===== src/rtl/if_fetch_pkg.sv =====
// Shared types and constants for the instruction-fetch stage.
// Optional feature macro used by the top: IF_FETCH_PERF_EN.
package if_fetch_pkg;

    localparam int INST_ADDR_W = 32;
    localparam int INST_W      = 32;

    localparam logic              CHIP_ENABLE  = 1'b1;
    localparam logic              CHIP_DISABLE = 1'b0;
    localparam logic [INST_W-1:0] ZERO_WORD    = '0;

    typedef enum logic [1:0] {
        FETCH_IDLE  = 2'd0,
        FETCH_RUN   = 2'd1,
        FETCH_FAULT = 2'd2
    } fetch_state_e;

    function automatic logic is_aligned(input logic [INST_ADDR_W-1:0] addr);
        return addr[1:0] == 2'b00;
    endfunction

    // Saturating increment for the event counters.
    function automatic logic [31:0] sat_inc(input logic [31:0] value);
        return (value == 32'hFFFF_FFFF) ? value : value + 32'd1;
    endfunction

endpackage


===== src/rtl/if_fetch_if_id_reg.sv =====
// IF/ID pipeline register: load captures a PC/instruction pair, flush empties it
// (contents zeroed), neither holds the current entry.
module if_id_reg
    import if_fetch_pkg::*;
(
    input  logic                   clk,
    input  logic                   rst,
    input  logic                   load,
    input  logic                   flush,
    input  logic [INST_ADDR_W-1:0] pc_in,
    input  logic [INST_W-1:0]      inst_in,
    output logic                   valid,
    output logic [INST_ADDR_W-1:0] pc,
    output logic [INST_W-1:0]      inst
);

    always_ff @(posedge clk or negedge rst) begin
        if (!rst) begin
            valid <= 1'b0;
            pc    <= '0;
            inst  <= ZERO_WORD;
        end else if (flush) begin
            valid <= 1'b0;
            pc    <= '0;
            inst  <= ZERO_WORD;
        end else if (load) begin
            valid <= 1'b1;
            pc    <= pc_in;
            inst  <= inst_in;
        end
    end

endmodule


===== src/rtl/if_fetch.sv =====
// Instruction-fetch stage: owns the PC, drives a combinational ROM, fills the IF/ID
// register and raises a misaligned-redirect exception. Define IF_FETCH_PERF_EN for counters.
module if_fetch
    import if_fetch_pkg::*;
#(
    parameter logic [31:0] RESET_PC = 32'h0000_0000,
    parameter int unsigned PC_STEP  = 4
) (
    input  logic                   clk,
    input  logic                   rst,
    output logic                   rom_ce_o,
    output logic [INST_ADDR_W-1:0] rom_addr_o,
    input  logic [INST_W-1:0]      rom_inst_i,
    input  logic                   id_ready_i,
    output logic                   if_valid_o,
    output logic [INST_ADDR_W-1:0] if_pc_o,
    output logic [INST_W-1:0]      if_inst_o,
    input  logic                   redirect_i,
    input  logic [INST_ADDR_W-1:0] redirect_pc_i,
    output logic                   excp_o,
    output logic [INST_ADDR_W-1:0] excp_pc_o
`ifdef IF_FETCH_PERF_EN
    ,
    output logic [31:0]            perf_fetch_o,
    output logic [31:0]            perf_flush_o
`endif
);

    localparam logic [INST_ADDR_W-1:0] PC_INC = INST_ADDR_W'(PC_STEP);

    fetch_state_e           state_reg, state_next;
    logic [INST_ADDR_W-1:0] pc_reg, pc_next;
    logic                   excp_reg, excp_next;
    logic [INST_ADDR_W-1:0] excp_pc_reg, excp_pc_next;
    logic                   rom_ce_reg;
    logic                   load, flush;

    always_ff @(posedge clk or negedge rst) begin
        if (!rst) begin
            state_reg   <= FETCH_IDLE;
            pc_reg      <= RESET_PC;
            excp_reg    <= 1'b0;
            excp_pc_reg <= '0;
            rom_ce_reg  <= CHIP_DISABLE;
        end else begin
            state_reg   <= state_next;
            pc_reg      <= pc_next;
            excp_reg    <= excp_next;
            excp_pc_reg <= excp_pc_next;
            rom_ce_reg  <= (state_next == FETCH_RUN) ? CHIP_ENABLE : CHIP_DISABLE;
        end
    end

    // Redirect outranks capture, which outranks stall.
    always_comb begin
        state_next   = state_reg;
        pc_next      = pc_reg;
        excp_next    = excp_reg;
        excp_pc_next = excp_pc_reg;
        load         = 1'b0;
        flush        = 1'b0;
        case (state_reg)
            FETCH_IDLE: begin
                state_next = FETCH_RUN;
            end
            FETCH_RUN: begin
                if (redirect_i) begin
                    flush = 1'b1;
                    if (is_aligned(redirect_pc_i)) begin
                        pc_next = redirect_pc_i;
                    end else begin
                        state_next   = FETCH_FAULT;
                        excp_next    = 1'b1;
                        excp_pc_next = redirect_pc_i;
                    end
                end else if (!if_valid_o || id_ready_i) begin
                    load    = 1'b1;
                    pc_next = pc_reg + PC_INC;
                end
            end
            FETCH_FAULT: begin
                if (redirect_i) begin
                    if (is_aligned(redirect_pc_i)) begin
                        state_next = FETCH_RUN;
                        pc_next    = redirect_pc_i;
                        excp_next  = 1'b0;
                    end else begin
                        excp_pc_next = redirect_pc_i;
                    end
                end
            end
            default: begin
                state_next = FETCH_IDLE;
            end
        endcase
    end

    assign rom_ce_o   = rom_ce_reg;
    assign rom_addr_o = (state_reg == FETCH_RUN) ? pc_reg : '0;
    assign excp_o     = excp_reg;
    assign excp_pc_o  = excp_pc_reg;

    if_id_reg u_if_id_reg (
        .clk     (clk),
        .rst     (rst),
        .load    (load),
        .flush   (flush),
        .pc_in   (pc_reg),
        .inst_in (rom_inst_i),
        .valid   (if_valid_o),
        .pc      (if_pc_o),
        .inst    (if_inst_o)
    );

`ifdef IF_FETCH_PERF_EN
    logic [31:0] perf_fetch_reg, perf_flush_reg;

    // flush is only raised by a redirect seen in RUN.
    always_ff @(posedge clk or negedge rst) begin
        if (!rst) begin
            perf_fetch_reg <= '0;
            perf_flush_reg <= '0;
        end else begin
            if (load)  perf_fetch_reg <= sat_inc(perf_fetch_reg);
            if (flush) perf_flush_reg <= sat_inc(perf_flush_reg);
        end
    end

    assign perf_fetch_o = perf_fetch_reg;
    assign perf_flush_o = perf_flush_reg;
`endif

endmodule


===== config.mk =====
export PLATFORM = sky130hd
export DESIGN_NAME = if_fetch
export DESIGN_NICKNAME = d
export VERILOG_FILES = /design/src/rtl/if_fetch_pkg.sv /design/src/rtl/if_fetch_if_id_reg.sv /design/src/rtl/if_fetch.sv
export SDC_FILE = /design/constraint.sdc
export NUM_CORES = 1
export LEC_CHECK = 0
export ABC_AREA = 1
export CAP_MARGIN = 20
export CORE_MARGIN = 2
export CORE_UTILIZATION = 48
export CTS_CLUSTER_SIZE = 10
export DETAILED_ROUTE_END_ITERATION = 8
export GPL_ROUTABILITY_DRIVEN = 0
export PLACE_DENSITY = 0.93
export SLEW_MARGIN = 0
export SYNTH_ARGS = -nofsm -noshare
export SYNTH_HDL_FRONTEND = slang
export SYNTH_HIERARCHICAL = 1
export SYNTH_SLANG_ARGS = --single-unit

===== constraint.sdc =====
create_clock -name clk -period 2.59 [get_ports clk]
set_input_delay 0.259 -clock clk [delete_from_list [all_inputs] [get_ports clk]]
set_output_delay 0.259 -clock clk [all_outputs]
set_load 0.02 [all_outputs]

# Word level (Yosys, flattened, before mapping)

Cells that the tools add are included.

Add/sub/neg operators: 1
Eq/ne operators: 8
Multiplexer cells: 28
Bitwise gates (word level): 1
Reduce and logical (&&, ||, !) cells: 10

Operators with widths:

| kind                  | count |
|---|---|
| $mux 32               | 9 |
| $pmux 32 s2           | 1 |
| $add 32x3->32 const B | 1 |
| $mux 1                | 12 |
| $mux 2                | 4 |
| $ne 2x2->1 const B    | 4 |
| $pmux 2 s3            | 1 |
| $reduce_and 3->1      | 2 |
| $reduce_and 5->1      | 1 |
| $eq 2x1->1 const B    | 2 |
| $logic_not 2->1       | 2 |
| $reduce_bool 2->1     | 2 |
| $ne 3x3->1 const B    | 1 |
| $eq 2x2->1 const B    | 1 |
| $pmux 1 s2            | 1 |
| $reduce_or 2->1       | 1 |
| $logic_not 1->1       | 1 |
| $logic_or 1x1->1      | 1 |
| $not 1->1             | 1 |

Flip-flop bits (word level): 133
Input port bits: 68
Output and inout bits: 131
Word-level logic and storage cells: 56

# Logic depth before layout (Yosys ltp)

Depth in word-level cells: 7
Depth in mapped cells: 11
Depth with buffers taken out: 10

# Cells and area by module

The synthesis kept the hierarchy.

Modules (own cells, without submodules):

| module    | times used | cells an instance | area each (um^2) | seq. area each (um^2) |
|---|---|---|---|---|
| if_fetch  | 1          | 593               | 4360.4           | 1701.6 |
| if_id_reg | 1          | 280               | 2586.2           | 1626.6 |

# Worst setup path before layout

No wires, ideal clock.

Path type: register -> register
From: register state_reg[1]
To: register u_if_id_reg.pc[7]
Setup time: 0.065 ns
Arrival time: 1.736 ns
Data required time: 2.525 ns
Path slack: 0.788 ns
Cell stages (with the launch flop): 10
Buffers on the path: 3
Clock period less this slack: 1.802 ns
Cell sequence: dfrtp_1 inv_1 ha_1 buf_2 inv_1 nor3_1 buf_4 buf_6 nand3_1 nand2_1

Longest elaborated chain between the ends: 3
Elaborated cells between the ends (all ways): 5
Classes of those cells: eq/ne (1); mux (3); reduce/logical (1)

RTL lines:

| element                            | RTL line                 | RTL |
|---|---|---|
| start: declaration                 | if_fetch.sv:31           | `fetch_state_e state_reg, state_next;` |
| start signal: assignment           | if_fetch.sv:46           | `state_reg <= state_next;` |
| $eq 2x1->1                         | if_fetch.sv:62           | `case (state_reg)` |
| $mux 1                             | if_fetch.sv:62           |  |
| named net load                     | if_fetch.sv:36           | `logic load, flush;` |
| $reduce_bool 2->1 (no source line) | -                        |  |
| end signal: assignment             | if_fetch_if_id_reg.sv:28 | `pc <= pc_in;` |
| end: declaration                   | if_fetch_if_id_reg.sv:13 | `output logic [INST_ADDR_W-1:0] pc,` |

The timed path passes the listed nets, and every way through them passes these cells.
A chain may end at the register's enable or synchronous reset.

# Worst setup path in the final report

From: register state_reg[1]
To: output rom_addr_o[30]

Longest elaborated chain between the ends: 2

RTL lines:

| element          | RTL line       | RTL |
|---|---|---|
| $eq 2x1->1       | if_fetch.sv:99 | `assign rom_addr_o = (state_reg == FETCH_RUN) ? pc_reg : '0;` |
| $mux 32          | if_fetch.sv:99 |  |
| end: declaration | if_fetch.sv:12 | `output logic [INST_ADDR_W-1:0] rom_addr_o,` |

No other way between the ends.

==> out/results.ini <==
[clocking]
tritoncts=built
post_cts_buffers=0
insertion_delay_ns=0.42
clockBufferDepth=2
clk_pin_slew_worst_paths_ns=0.05
cts_buffers=17
ctsRootBufferMaster=clkbuf_16
cts_sinks=133
htreeDepth=4

[logic_synthesis]
yosysTopAreaCellShare_pct=47.9
syn_area_mm2=0.00695
syn_nets=946
synthCells=873
syn_avg_cell_area_um2=7.96
yosys-top-cells-area=dfrtp_1, nand2_1, nand3_1
yosysUniqueCellTypes=41
synth-edff-count=0
ys.warnings.count=6
yosysTopAreaCell=dfrtp_1
async_reset_ff_share_pct=100
ys_seq_area_share_pct=47.9
ys_ff_latch=133
ys.flop_type=dfrtp_1

[final_layout]
final_util_pct=68.5
layout-drive-gt1-share_pct=7.47
final_nets=1133
area_growth_pct=37.9
antenna_cells=0

[power]
ir_drop_v=0.000642
p_leak_nw=4.76
power_density_mw_per_mm2=1330

[timing]
fmax_mhz=404
finalSetupTns_ns=0
period_share_pct=95.5
slew_viol_final=0
slew_headroom_pct=31.5
tightest_slew_ns=1.03
fin_crit_ns=2.47
rsz0062_at_grt=false
setup_viol=0
hold_viol=0
skew_ns=0.00742

[grt]
busiest_layer=met2
overflow=0
use_met1_pct=34.0
antenna_found_initial=0
grt_use_total_pct=25.5
use_met2_pct=41.1
met3_usage_pct=6.23
grt_pass1_vias=6341
grt_max_degree=65
grt_first_pass_wirelength_mm=32.1

[worst_setup_path]
crit_fanout=25
rr_worst_depth=7
worst-setup-path-type=reg -> out
critPathCaptureType=output port
critPathLaunchType=register
arrival_ns=2.21
required_ns=2.33

[detailed_routing]
avgRoutedWirePerCell_um=15.6
vias_per_cell=5.32
first_iter_violations=559
drc=0
wl_mm=19.6
ant_nets=0
first_pass_iters=6
vias=6650

[status]
outcome=complete, no violations

[floorplanning]
io_pins=199
die_y_um=124
start_util_pct=49.7
die_w_um=124
rows=43
design.die.area_mm2=0.0155
core_area_mm2=0.0140

[placed_design]
dp_hpwl_mm=13.9
port_buffers=198

[run]
drv_cap=0

[worst_hold_path]
min_path_type=in -> async

==> metrics by stage <==
stage	area [µm²]	instances	total power, mW	hold slack [ns]	setup WS [ns]
final	9580	1251	12.8	0.357	0.116
after global routing	9580	1251	13.6	0.400	0.0610
after CTS	9580	1251	12.8	0.364	0.0403
after detailed placement	9030	1220	10.5	0.243	0.318
after global placement	9030	1220	10.3	0.240	0.368
after floorplan	6950	873	7.70	-0.0366	0.788
==> power by group <==
part / internal (mW) / switching (mW) / leakage (nW)
registers: 3.01 / 0.862 / 1.65
logic: 2.80 / 3.90 / 2.86
clock network: 1.32 / 0.876 / 0.253
total: 7.13 / 5.64 / 4.76
==> synth_stat cells (4+ instances only) <==
master      n
nand2_2     6
nor2_4      9
a21oi_1    28
nor2_1     40
nor2_2      5
inv_2       6
nand4_1    10
clkbuf_1    4
nor3_1      5
o22ai_1     4
nand2_1   297
dfrtp_1   133
o21ai_0    42
mux2_1     22
buf_2      20
buf_4      10
nand3_1    92
inv_1      88
buf_1       5
buf_6       5
o211ai_1    4
ha_1        5
==> layout make-up <==
type	instances	area, µm²
Timing Repair Buffer	212	2140
Tap cell	180	225
Sequential cell	133	3330
Inverter	94	353
Fill cell	1078	4410
Clock inverter	10	85.1
Multi-Input combinational cell	602	3010
Clock buffer	20	447
==> cell usage in the layout, fill, tap and decap left out, drive strengths merged <==
cell,synthesis,layout
nand2,305,305
clkdlybuf4s50,0,197
dfrtp,133,133
nand3,95,95
inv,94,94
nor2,56,56
o21ai,45,45
a21oi,29,29
mux2,24,24
clkbuf,4,20
buf,40,14
nand4,10,10
clkinv,0,5
nor3,5,5
ha,5,5
o211ai,4,4
o22ai,4,4
clkinvlp,0,4
nand3b,3,3
a22oi,3,3
a31oi,2,2
o21bai,2,2
o31ai,2,2
o32ai,2,2
nor2b,1,1
a211oi,1,1
and2,1,1
a21o,1,1
a2bb2oi,1,1
and3,1,1
bufinv,0,1
dlygate4sd3,0,1
==> worst max-delay path, stage by stage (launching register included) <==
cell,delay (ns)
dfrtp_1,0.44
inv_1,0.10
ha_2,0.26
buf_8,0.21
nand2_1,0.08
inv_1,0.08
clkdlybuf4s50_1,0.62
==> routing by layer <==
| layer | part of all wire (%) | up-vias | wire length [µm] |
|---|---|---|---|
| li1 | - | 3166 | - |
| met1 | 42 | 3091 | 8230 |
| met2 | 47 | 362 | 9240 |
| met3 | 8.9 | 31 | 1730 |
| met4 | 1.8 | 0 | 354 |
| met5 | 0 | - | 0 |
==> logic make-up (layout without fill, tap and decap cells) <==
logic type      after synthesis  after routing  synth area share [%]
fa+ha+maj                     5              5                 0.901
mux                          24             24                  3.89
simple gates                477            477                  30.7
compound gates               96             96                  7.71
buf+inv                     138            336                  8.90
flops                       133            133                  47.9
==> worst paths after layout <==
path,slack [ns],start,to
setup / recovery,0.12,state_reg[1],rom_addr_o[30]
hold / removal,0.36,rst,excp_pc_o[1]
setup reg to reg,0.50,state_reg[1],u_if_id_reg/pc[23]
hold reg to reg,0.47,u_if_id_reg/inst[0],u_if_id_reg/inst[0]
max in group asynchronous,1.49,rst,excp_pc_o[25]
min in group clk,0.40,rom_inst_i[23],u_if_id_reg/inst[23]
==> repair_timing <==
action | 4_1_cts | 5_1_grt
pin swaps | 0 | 0
endpoints found under the setup margin | 2 | 8
hold endpoints to repair | 49 | 0
hold buffers | 1 | 0
resized for setup | 1 | 2
No activity file was read; power rests on OpenSTA's default activity.
